<file path="src/rtl/add_pkg.sv">
// Shared types and constants for the FP16 adder front end.
package add_pkg;

  localparam int EXP_W   = 5;
  localparam int FRAC_W  = 10;
  localparam int MANT_W  = FRAC_W + 1;
  localparam int EXP_MAX = 31;

  typedef struct packed {
    logic              sign;
    logic [EXP_W-1:0]  exp;
    logic [FRAC_W-1:0] frac;
  } fp16_t;

  typedef struct packed {
    logic              sign;
    logic              if_sub;
    logic [EXP_W-1:0]  e_l;
    logic [MANT_W-1:0] m_l;
    logic [MANT_W-1:0] m_s;
    logic [EXP_W-1:0]  diff;
  } align_t;

  // Zero exponent covers both true zero and flushed subnormals.
  function automatic logic [MANT_W-1:0] unpack_mant(input fp16_t x);
    return (x.exp == '0) ? '0 : {1'b1, x.frac};
  endfunction

endpackage

</file>
<file path="src/rtl/add_align_shifter.sv">
// Logarithmic right shifter; any shift of W or more yields zero.
module add_align_shifter #(
  parameter int W    = add_pkg::MANT_W,
  parameter int SH_W = add_pkg::EXP_W
) (
  input  logic [W-1:0]    data_i,
  input  logic [SH_W-1:0] shamt_i,
  output logic [W-1:0]    data_o
);

  always_comb begin
    data_o = data_i;
    for (int k = 0; k < SH_W; k++) begin
      if (shamt_i[k]) data_o = data_o >> (1 << k);
    end
  end

endmodule

</file>
<file path="src/rtl/add_aligner.sv">
// Two-stage FP16 add front end: S1 orders operands by magnitude, S2 aligns and
// adds/subtracts the mantissas. Valid/ready on both sides.
module add_aligner
  import add_pkg::fp16_t, add_pkg::align_t, add_pkg::MANT_W, add_pkg::EXP_MAX, add_pkg::unpack_mant;
#(
  parameter int EXP_W  = add_pkg::EXP_W,
  parameter int FRAC_W = add_pkg::FRAC_W
) (
  input  logic              clk,
  input  logic              rst,
  input  logic [15:0]       a,
  input  logic [15:0]       b,
  input  logic              in_valid,
  output logic              in_ready,
  output logic              sign,
  output logic [EXP_W-1:0]  exponent,
  output logic [FRAC_W:0]   mantissa_add,
  output logic              if_sub,
  output logic              out_valid,
  input  logic              out_ready
);

  fp16_t             op_a, op_b;
  logic [MANT_W-1:0] m_a, m_b;
  logic              a_is_l;
  align_t            s1_d, s1_q;
  logic              s1_valid_q, s2_valid_q;
  logic              s1_adv, s2_adv;

  assign op_a   = a;
  assign op_b   = b;
  assign m_a    = unpack_mant(op_a);
  assign m_b    = unpack_mant(op_b);
  // Ties go to a; flushed subnormals compare as zero.
  assign a_is_l = {op_a.exp, m_a[FRAC_W-1:0]} >= {op_b.exp, m_b[FRAC_W-1:0]};

  assign s2_adv   = !s2_valid_q || out_ready;
  assign s1_adv   = !s1_valid_q || s2_adv;
  assign in_ready = s1_adv;

  always_comb begin
    // NOTE: every always_comb output gets a default first so no path infers a latch.
    s1_d        = '0;
    s1_d.if_sub = op_a.sign ^ op_b.sign;
    if (a_is_l) begin
      s1_d.sign = op_a.sign;
      s1_d.e_l  = op_a.exp;
      s1_d.m_l  = m_a;
      s1_d.m_s  = m_b;
      s1_d.diff = op_a.exp - op_b.exp;
    end else begin
      s1_d.sign = op_b.sign;
      s1_d.e_l  = op_b.exp;
      s1_d.m_l  = m_b;
      s1_d.m_s  = m_a;
      s1_d.diff = op_b.exp - op_a.exp;
    end
  end

  // NOTE: state registers use non-blocking assignments so every flop samples pre-edge values.
  always_ff @(posedge clk or posedge rst) begin
    if (rst) begin
      s1_valid_q <= 1'b0;
      // NOTE: datapath flops are reset too so outputs read as zero right after reset.
      s1_q       <= '0;
    end else if (s1_adv) begin
      s1_valid_q <= in_valid;
      if (in_valid) s1_q <= s1_d;
    end
  end

  logic [MANT_W-1:0] m_s_al;
  logic [MANT_W:0]   sum;
  logic [MANT_W-1:0] dif_m;
  logic [EXP_W-1:0]  e_inc;
  logic              sign_d, sign_q, if_sub_q;
  logic [EXP_W-1:0]  exponent_d, exponent_q;
  logic [FRAC_W:0]   mant_d, mant_q;

  add_align_shifter #(.W(MANT_W), .SH_W(EXP_W)) u_shifter (
    .data_i  (s1_q.m_s),
    .shamt_i (s1_q.diff),
    .data_o  (m_s_al)
  );

  always_comb begin
    sum        = {1'b0, s1_q.m_l} + {1'b0, m_s_al};
    dif_m      = s1_q.m_l - m_s_al;
    e_inc      = s1_q.e_l + EXP_W'(1);
    sign_d     = s1_q.sign;
    exponent_d = s1_q.e_l;
    mant_d     = sum[FRAC_W:0];
    if (!s1_q.if_sub) begin
      if (sum[MANT_W]) begin
        exponent_d = e_inc;
        // Carry into the maximum exponent becomes infinity downstream.
        mant_d     = (e_inc == EXP_W'(EXP_MAX)) ? {1'b1, {FRAC_W{1'b0}}} : sum[MANT_W:1];
      end
    end else if (dif_m == '0) begin
      sign_d     = 1'b0;
      exponent_d = '0;
      mant_d     = '0;
    end else begin
      mant_d     = dif_m;
    end
  end

  always_ff @(posedge clk or posedge rst) begin
    if (rst) begin
      s2_valid_q <= 1'b0;
      sign_q     <= 1'b0;
      exponent_q <= '0;
      mant_q     <= '0;
      if_sub_q   <= 1'b0;
    end else if (s2_adv) begin
      s2_valid_q <= s1_valid_q;
      if (s1_valid_q) begin
        sign_q     <= sign_d;
        exponent_q <= exponent_d;
        mant_q     <= mant_d;
        if_sub_q   <= s1_q.if_sub;
      end
    end
  end

  assign out_valid    = s2_valid_q;
  assign sign         = sign_q;
  assign exponent     = exponent_q;
  assign mantissa_add = mant_q;
  assign if_sub       = if_sub_q;

endmodule

</file>
<file path="config.mk">
export PLATFORM = sky130hd
export DESIGN_NAME = add_aligner
export DESIGN_NICKNAME = d
export VERILOG_FILES = /design/src/rtl/add_pkg.sv /design/src/rtl/add_align_shifter.sv /design/src/rtl/add_aligner.sv
export SDC_FILE = /design/constraint.sdc
export NUM_CORES = 1
export LEC_CHECK = 0
export CELL_PAD_IN_SITES_DETAIL_PLACEMENT = 0
export CELL_PAD_IN_SITES_GLOBAL_PLACEMENT = 1
export CORE_ASPECT_RATIO = 0.75
export CORE_MARGIN = 2
export CORE_UTILIZATION = 46
export CTS_CLUSTER_SIZE = 40
export DETAILED_ROUTE_END_ITERATION = 10
export HOLD_SLACK_MARGIN = 0.06
export PLACE_DENSITY_LB_ADDON = 0.1
export REMOVE_ABC_BUFFERS = 1
export SLEW_MARGIN = 20
export SYNTH_ARGS = -nofsm -noshare
export SYNTH_HDL_FRONTEND = slang
export SYNTH_SLANG_ARGS = --single-unit
</file>
<file path="constraint.sdc">
create_clock -name clk -period 6.45 [get_ports clk]
set_input_delay 1.935 -clock clk [delete_from_list [all_inputs] [get_ports clk]]
set_output_delay 1.935 -clock clk [all_outputs]
set_load 0.01 [all_outputs]
</file>
# --- Word level (Yosys, flattened, before mapping) ---
# Cells that the tools add are included.
classes:
  add_sub_neg: 5
  n_lt_le_gt_ge: 1
  n_eq_ne: 1
  n_mux: 18
  bitwise_logic: 1
  reduce_logical: 9
ops:
  columns: ["operator", "count"]
  rows:
  - ["$mux 11", 10]
  - ["$mux 32", 1]
  - ["$ge 15x15->1", 1]
  - ["$mux 5", 3]
  - ["$add 11x11->12", 1]
  - ["$logic_not 11->1", 1]
  - ["$sub 11x11->11", 1]
  - ["$logic_not 5->1", 2]
  - ["$mux 10", 1]
  - ["$sub 5x5->5", 2]
  - ["$add 5x1->5 const B", 1]
  - ["$eq 5x5->1 const B", 1]
  - ["$reduce_and 2->1", 2]
  - ["$mux 1", 3]
  - ["$logic_not 1->1", 2]
  - ["$logic_or 1x1->1", 2]
  - ["$xor 1x1->1", 1]
word_totals:
  register_bits: 54
  inputBits: 36
  output_inout_bits: 20
  wordCells: 47

# --- Logic depth before layout (Yosys ltp) ---
# Gate-level depths: netlist of run 1.
logic_depth:
  ltp_word: 9
  mapped_depth: 20
  mapped_depth_nobuf: 17

# --- Modules after synthesis ---
# Synthesis of run 1 repeated with hierarchy kept, for this count alone.
hier_totals:
  hier_cells: 598
  hier_area_um2: 4928.5
by_module_without_submodules:
  columns: ["module", "instances", "cells_per_inst", "area_per_inst_um2", "seq_area_each_um2"]
  rows:
  - ["add_aligner", 1, 545, 4409.2, 1351.3]
  - ["add_align_shifter", 1, 53, 519.2, 0.0]

# --- Least setup slack after synthesis of run 1 ---
# No wires, ideal clock.
synth_timing:
  path_type: "input to register"
  startpoint: "input port a[10]"
  endpoint: "register s1_q[4] (netlist name)"
  arrival_time_ns: 4.670
  required_ns: 6.315
  slack_ns: 1.645
  stages: 14
  n_path_buf: 2
  path_cell_list: "or4_1 > nor2_1 > clkbuf_1 > nor2b_1 > ha_1 > nand2_1 > o21ai_0 > a21oi_1 > o21ai_0 > clkbuf_1 > mux2_2 > o211ai_1 > xnor2_1 > o21ai_0"
synth_between:
  elab_chain_len: 4
  elab_cells_between_ends: 6
  classes_between: "2 x add/sub; 1 x order compare; 2 x mux; 1 x reduce/logical"
synth_rtl:
  columns: ["element", "line_no", "source"]
  rows:
  - ["start, declared", "add_aligner.sv:11", "input logic [15:0] a,"]
  - ["$logic_not 5->1", "add_pkg.sv:26", "return (x.exp == '0) ? '0 : {1'b1, x.frac};"]
  - ["$mux 11", "add_pkg.sv:26", null]
  - ["$ge 15x15->1", "add_aligner.sv:35", "assign a_is_l = {op_a.exp, m_a[FRAC_W-1:0]} >= {op_b.exp, m_b[FRAC_W-1:0]};"]
  - ["$mux 32 (*)", "add_aligner.sv:45", "if (a_is_l) begin"]
  - ["end signal, assigned", "add_aligner.sv:65", "s1_q <= '0;"]
  - ["end signal, assigned", "add_aligner.sv:68", "if (in_valid) s1_q <= s1_d;"]
  - ["end, declared", "add_aligner.sv:26", "align_t s1_d, s1_q;"]
# Mark *: on every way between the ends. The rest lies on a longest branch, timed or not.
# A chain may end at the register's enable or synchronous reset.

# --- Worst setup path in the final report of run 1 ---
layout_timing:
  startpoint: "input port a[11]"
  endpoint: "register s1_q[25] (netlist name)"
# The elaborated chain is that of the path after synthesis.

==> out/qor.yml, run 1 <==
worst_setup_path:
  endpoint_kind: "register"
  critPathArrivalTime_ns: 5.68
  cpMaxStageDelayCell: "or4_1"
  cp-start-kind: "input pin"
  r2r_slack_ns: 1.72
  path_cells: "clkdlybuf4s50_1 > or4_1 > nor2_1 > nor2b_1 > ha_1 > nand2_1 > o21ai_0 > a21oi_1 > o21ai_1 > buf_4 > inv_1 > nor2_1 > a22oi_1 > o21ai_0"
  critical_path_class: "input pin to register"
  slowest_delay_ns: 0.56
  crit_fanout: 20
  crit_required_ns: 6.66
logic_synthesis:
  synth_cells: 593
  synth-async-reset-ratio_pct: 100
  yosysUniqueCellTypes: 57
  synth_warnings: 0
  syn-cell-area_um2: 4720
  avgSynthCellArea_um2: 7.95
  ys_seq_area_share_pct: 28.7
  ys_ff_latch: 54
  synth_ff_type: "dfrtp_1"
  synth-edff-count: 0
power:
  ir_drop_uv: 135
  p_leak_nw: 2.48
  power.density_nw_per_um2: 319
global_routing:
  grt_pass1_vias: 4188
  grt_util_met2_pct: 35.7
  grt_start_max_net_pins: 69
  grt_pass1_wl_mm: 21.2
  grtUsageTotal_pct: 24.2
  use_met3_pct: 5.47
  antenna_found_initial: 0
  grt_use_met1_pct: 36.0
  grt-ovfl-total: 0
  busiest_layer: "met1"
timing:
  slew_violations: 0
  final.period_utilization_pct: 84.8
  fmax_mhz: 183
  fin_setup_tns_ns: 0
  rsz0062_at_grt: "false"
  finalHoldViolCount: 0
  worst_pin_slew_ns: 0.867
  min_period_ns: 5.47
  slew_headroom_pct: 42.0
  finClkSkew_ns: 0.00637
  setup_violations: 0
  post-route-worst-setup-slack_ns: 0.983
clock_tree:
  clkTransAtPathRegs_ns: 0.08
  cts_resized: 0
  h-tree-depth: 2
  cts_tree: "built"
  clock-root-buffer: "clkbuf_16"
  cts.hold.buffers_added: 0
  numCtsBuffers: 5
  cts_setup_buffers: 0
  cts_buffer_depth: 2
  clock_sinks: 54
  clock_latency_ns: 0.30
placement:
  dp_slack_ns: 0.674
  port_buffers: 55
  place_hpwl_mm: 9.82
  gp_congestion: 0.870
final_layout:
  post-route-util_pct: 55.6
  multi_input_area_um2: 3080
  area.sequential_um2: 1350
  layout-drive-gt1-share_pct: 4.95
  num-fill-cells: 966
  nNetsFinal: 708
  synthToLayoutAreaGrowth_pct: 15.8
  antenna_cells: 0
die:
  core-area_um2: 9810
  rows: 31
  io_pins: 56
  die_area_um2: 11100
  die_y_um: 91.7
  start_util_pct: 48.1
  die_w_um: 121
drt:
  drc: 0
  antenna_left: 0
  via_per_inst: 5.66
  wire_per_inst_um: 16.6
  num_vias: 4288
  dr.pass1.iters: 5
  first_iter_violations: 393
  drt_wl_total_mm: 12.6
run:
  maxCapViolations: 0
outcome:
  status: "finished, final reports clean"
worst_hold_path:
  hp-class: "register to register"
[metrics by stage]
| stage | area, um^2 | total power, mW | hold WS [ns] | instances |
|---|---|---|---|---|
| after detailed placement | 5310 | 1.45 | 0.470 | 750 |
| after global routing | 5460 | 1.88 | 0.509 | 758 |
| after global placement | 5310 | 1.44 | 0.462 | 750 |
| final | 5460 | 1.74 | 0.481 | 758 |
| after floorplan | 4560 | 1.14 | 0.444 | 559 |
| after CTS | 5450 | 1.74 | 0.487 | 758 |
[where the power goes]
part / internal (mW) / leakage [nW] / switching (mW)
registers: 0.424 / 0.655 / 0.0940
clock network: 0.147 / 0.0714 / 0.136
logic: 0.423 / 1.76 / 0.518
total: 0.994 / 2.48 / 0.748
[cells in the final DEF, fill, tap and decap left out, types with 2 or more instances in the layout]
master	count
a211o_1	4
a211oi_1	6
a21o_1	5
a21oi_1	46
a221oi_1	3
a22o_1	4
a22oi_1	18
a31oi_1	4
and2_1	3
and3_1	8
buf_4	4
clkbuf_16	5
clkdlybuf4s50_1	55
dfrtp_1	54
fa_1	4
ha_1	43
inv_1	33
inv_2	2
mux2_2	6
mux2i_1	12
nand2_1	85
nand2b_1	13
nand3_1	4
nand3b_1	3
nand4_1	4
nor2_1	47
nor2b_1	16
nor3_1	8
o2111ai_1	2
o21ai_0	64
o21ai_1	2
o22a_1	2
o22ai_1	3
o31ai_1	2
or2_2	4
xnor2_1	15
xor2_1	10
[per-layer routing]
metal / part of all wire (%) / vias up / wire length, um
met1: 51 / 2016 / 6360
met3: 6.5 / 14 / 818
met2: 42 / 129 / 5260
li1: - / 2129 / -
met4: 1.2 / 0 / 147
met5: 0 / - / 0
[flip-flops by register name, summed over array words and instances (netlist names)]
| signal | flops |
|---|---|
| exponent | 5 |
| sign | 1 |
| s1_q | 34 |
| out_valid | 1 |
| s1_valid_q | 1 |
| if_sub | 1 |
| mantissa_add | 11 |
[area by class of cell]
cell class / instances / share of cell area [%]
repair buffers: 59 / 10.6
well taps: 132 / 3.03
multi-input cells: 470 / 56.5
clock buffers: 6 / 2.36
flip-flops and latches: 54 / 24.8
clock inverters: 2 / 0.321
inverters: 35 / 2.41
[path summary, 6_finish.rpt]
kind / startpoint / endpoint / cells after the start
worst min-delay path: mantissa_add[0]$_DFFE_PP0P_ / mantissa_add[0]$_DFFE_PP0P_ / 2
min in group asynchronous: rst / s1_q[0]$_DFFE_PP0P_ / 3
worst min register to register: mantissa_add[0]$_DFFE_PP0P_ / mantissa_add[0]$_DFFE_PP0P_ / 2
worst max register to register: s1_q[0]$_DFFE_PP0P_ / sign$_DFFE_PP0P_ / 15
max in group asynchronous: rst / s1_q[9]$_DFFE_PP0P_ / 3
worst max-delay path: a[11] / s1_q[25]$_DFFE_PP0P_ / 14
[worst max-delay path, delay by kind of cell]
| kind | cells | cell delay [ns] |
|---|---|---|
| and+or+nand+nor | 5 | 1.82 |
| buffers and inverters | 3 | 0.87 |
| AOI/OAI and AO/OA | 5 | 0.72 |
| adders and majority gates | 1 | 0.33 |
[kinds of logic (layout without fill, tap and decap cells)]
logic type	after synthesis	after routing	synth area share, %
buf+inv	69	102	6.10
fa+ha+maj	47	47	13.1
flops	54	54	28.7
simple gates	202	202	19.8
xor+xnor	25	25	4.64
mux	19	19	4.46
compound gates	177	177	23.2
[Yosys cell counts (4+ instances only)]
master	n	share of area, %
nand2_1	86	6.8
o21ai_0	65	6.9
dfrtp_1	54	29
nor2_1	47	3.7
a21oi_1	46	4.9
ha_1	43	11
inv_1	34	2.7
clkbuf_1	24	1.9
a22oi_1	18	2.9
nor2b_1	16	2.1
xnor2_1	15	2.8
nand2b_1	13	1.7
mux2i_1	12	2.5
xor2_1	10	1.9
and3_1	8	1.1
nor3_1	8	0.85
a211oi_1	6	0.96
mux2_2	6	1.4
a21o_1	5	0.80
buf_2	5	0.53
a211o_1	4	0.74
a22o_1	4	0.74
a31oi_1	4	0.53
fa_1	4	1.7
nand3_1	4	0.42
nand4_1	4	0.53
or2_2	4	0.53
Power figures use the tool's default switching activity.
==> inputs of run 2 (changes only) <==
- CORE_UTILIZATION: 46 -> 43
- clock period: 6.45 -> 5.55 ns (I/O delays scaled with it)
==> out/qor.yml, run 2 (same netlist as run 1, synthesis figures left out) <==
worst_setup_path:
  critical_path_class: "input pin to register"
  endpoint_kind: "register"
  critPathArrivalTime_ns: 5.22  # -0.46 ns
  crit_fanout: 11  # -45%
  crit_required_ns: 5.77  # -0.89 ns
  cp-start-kind: "input pin"
global_routing:
  antenna_found_initial: 0  # unchanged
  grt_start_max_net_pins: 69  # unchanged
  grt_pass1_wl_mm: 21.2  # about the same
  grtUsageTotal_pct: 22.2  # -1.9 points
  grt_pass1_vias: 4079  # -2.6%
  grt-ovfl-total: 0  # unchanged
drt:
  wire_per_inst_um: 16.6  # -0.14%
  via_per_inst: 5.50  # -2.8%
  drc: 0  # unchanged
  num_vias: 4225  # -1.5%
  antenna_left: 0  # unchanged
  drt_wl_total_mm: 12.7  # +1.2%
  dr.pass1.iters: 4  # -1
  first_iter_violations: 239  # -39%
placement:
  dp_slack_ns: 0.240  # -0.434 ns
  dpl-instance-area_um2: 5330  # +0.47%
  place_hpwl_mm: 10.1  # +2.5%
  gp_congestion: 0.908  # +4.4%
  place_inst: 760  # +1.3%
  port_buffers: 55  # unchanged
final_layout:
  post-route-util_pct: 50.9  # -4.7 points
  largest_register_ffs: 34  # unchanged
  synthToLayoutAreaGrowth_pct: 16.7
  design_area_um2: 5510  # +0.85%
  final_common_cell: "nand2_1"
  instances_no_fill: 768  # +1.3%
  multi_input_area_um2: 3080  # -0.16%
  top_register: "s1_q"
  final_cell_mix: "nand2_1 (85), o21ai_0 (64), clkdlybuf4s50_1 (55), dfrtp_1 (54), nor2_1 (47)"
  nNetsFinal: 710  # +0.28%
  layout-drive-gt1-share_pct: 5.41  # +0.46 points
  num-fill-cells: 1047  # +8.4%
  area.sequential_um2: 1350  # unchanged
  antenna_cells: 0  # unchanged
worst_hold_path:
  hp-class: "register to register"
clock_tree:
  cts_setup_buffers: 0  # unchanged
  cts_resized: 0  # unchanged
  h-tree-depth: 2  # unchanged
  clock_sinks: 54  # unchanged
  cts.hold.buffers_added: 0  # unchanged
  cts_tree: "built"
  numCtsBuffers: 5  # unchanged
  clock-root-buffer: "clkbuf_16"
  cts_buffer_depth: 2  # unchanged
  clkTransAtPathRegs_ns: 0.08  # about the same
  clock_latency_ns: 0.30  # about the same
timing:
  fmax_mhz: 200
  finClkSkew_ns: 0.0157  # +0.00931 ns
  finalHoldViolCount: 0  # unchanged
  final.period_utilization_pct: 90.1
  holdWs_ns: 0.482  # +0.000737 ns
  slew_violations: 0  # unchanged
  slew_headroom_pct: 31.9  # -10 points
  min_period_ns: 5.00
  rsz0062_at_grt: "false"
  setup_violations: 0  # unchanged
  post-route-worst-setup-slack_ns: 0.549  # -0.434 ns
  fin_setup_tns_ns: 0  # unchanged
  worst_pin_slew_ns: 1.02  # +0.151 ns
die:
  die_w_um: 125  # +3.3%
  rows: 33  # +6.5%
  start_util_pct: 43.6  # -4.5 points
  die_y_um: 94.7  # +3.3%
  core-area_um2: 10800  # +10%
  io_pins: 56  # unchanged
  die_area_um2: 11800  # +6.7%
outcome:
  status: "finished, final reports clean"
power:
  p_leak_nw: 2.50  # +0.85%
  ir_drop_uv: 162  # +20%
  total_power_mw: 2.07  # +19%
  power.density_nw_per_um2: 376  # +18%
run:
  maxCapViolations: 0  # unchanged
run 2: cell types whose count changed in the layout (fill, tap and decap cells not counted), sizes merged:
cell	before	now
bufinv	0	1
clkbuf	6	5
buf	4	6
run 2: layer usage:
layer / track usage (%) / share of wire, %
met4: 3.15 / 0.60
met1: 34.7 / 55
met5: 0 / 0
met3: 3.34 / 4.2
met2: 33.2 / 41
run 2: power breakdown:
part	switching, mW	internal, mW	total, mW
sequential	0.109	0.493	0.602
combinational	0.599	0.491	1.09
clock	0.160	0.216	0.376
total	0.868	1.20	2.07
run 2: final timing paths:
| kind | startpoint | endpoint | cells past startpoint | slack, ns |
|---|---|---|---|---|
| worst max-delay path | a[11] | s1_q[17]$_DFFE_PP0P_ | 14 | 0.55 |
| worst min register to register | mantissa_add[1]$_DFFE_PP0P_ | mantissa_add[1]$_DFFE_PP0P_ | 2 | 0.48 |
| worst min-delay path | mantissa_add[1]$_DFFE_PP0P_ | mantissa_add[1]$_DFFE_PP0P_ | 2 | 0.48 |
| min in group asynchronous | rst | s1_q[32]$_DFFE_PP0P_ | 3 | 1.88 |
| worst max register to register | s1_q[1]$_DFFE_PP0P_ | sign$_DFFE_PP0P_ | 16 | 0.89 |
| max in group asynchronous | rst | s1_q[2]$_DFFE_PP0P_ | 3 | 3.21 |
run 2: area by class of cell:
cell class                      count  share of cell area (%)
Multi-Input combinational cell    470                    55.9
Sequential cell                    54                    24.5
Timing Repair Buffer               61                    10.8
Tap cell                          140                    3.18
Inverter                           35                    2.39
Clock buffer                        5                    2.27
Clock inverter                      3                   0.864
run 2: critical path, cell delays in order:
cell and delay [ns]:
clkdlybuf4s50_1 0.51, or4_1 0.59, nor2_1 0.11, buf_4 0.18, nor2b_1 0.06, ha_1 0.29
nand2_1 0.07, o21ai_0 0.16, a21oi_1 0.06, o21ai_1 0.41, inv_1 0.14, nor2_1 0.58
a221oi_1 0.21, a21oi_1 0.17
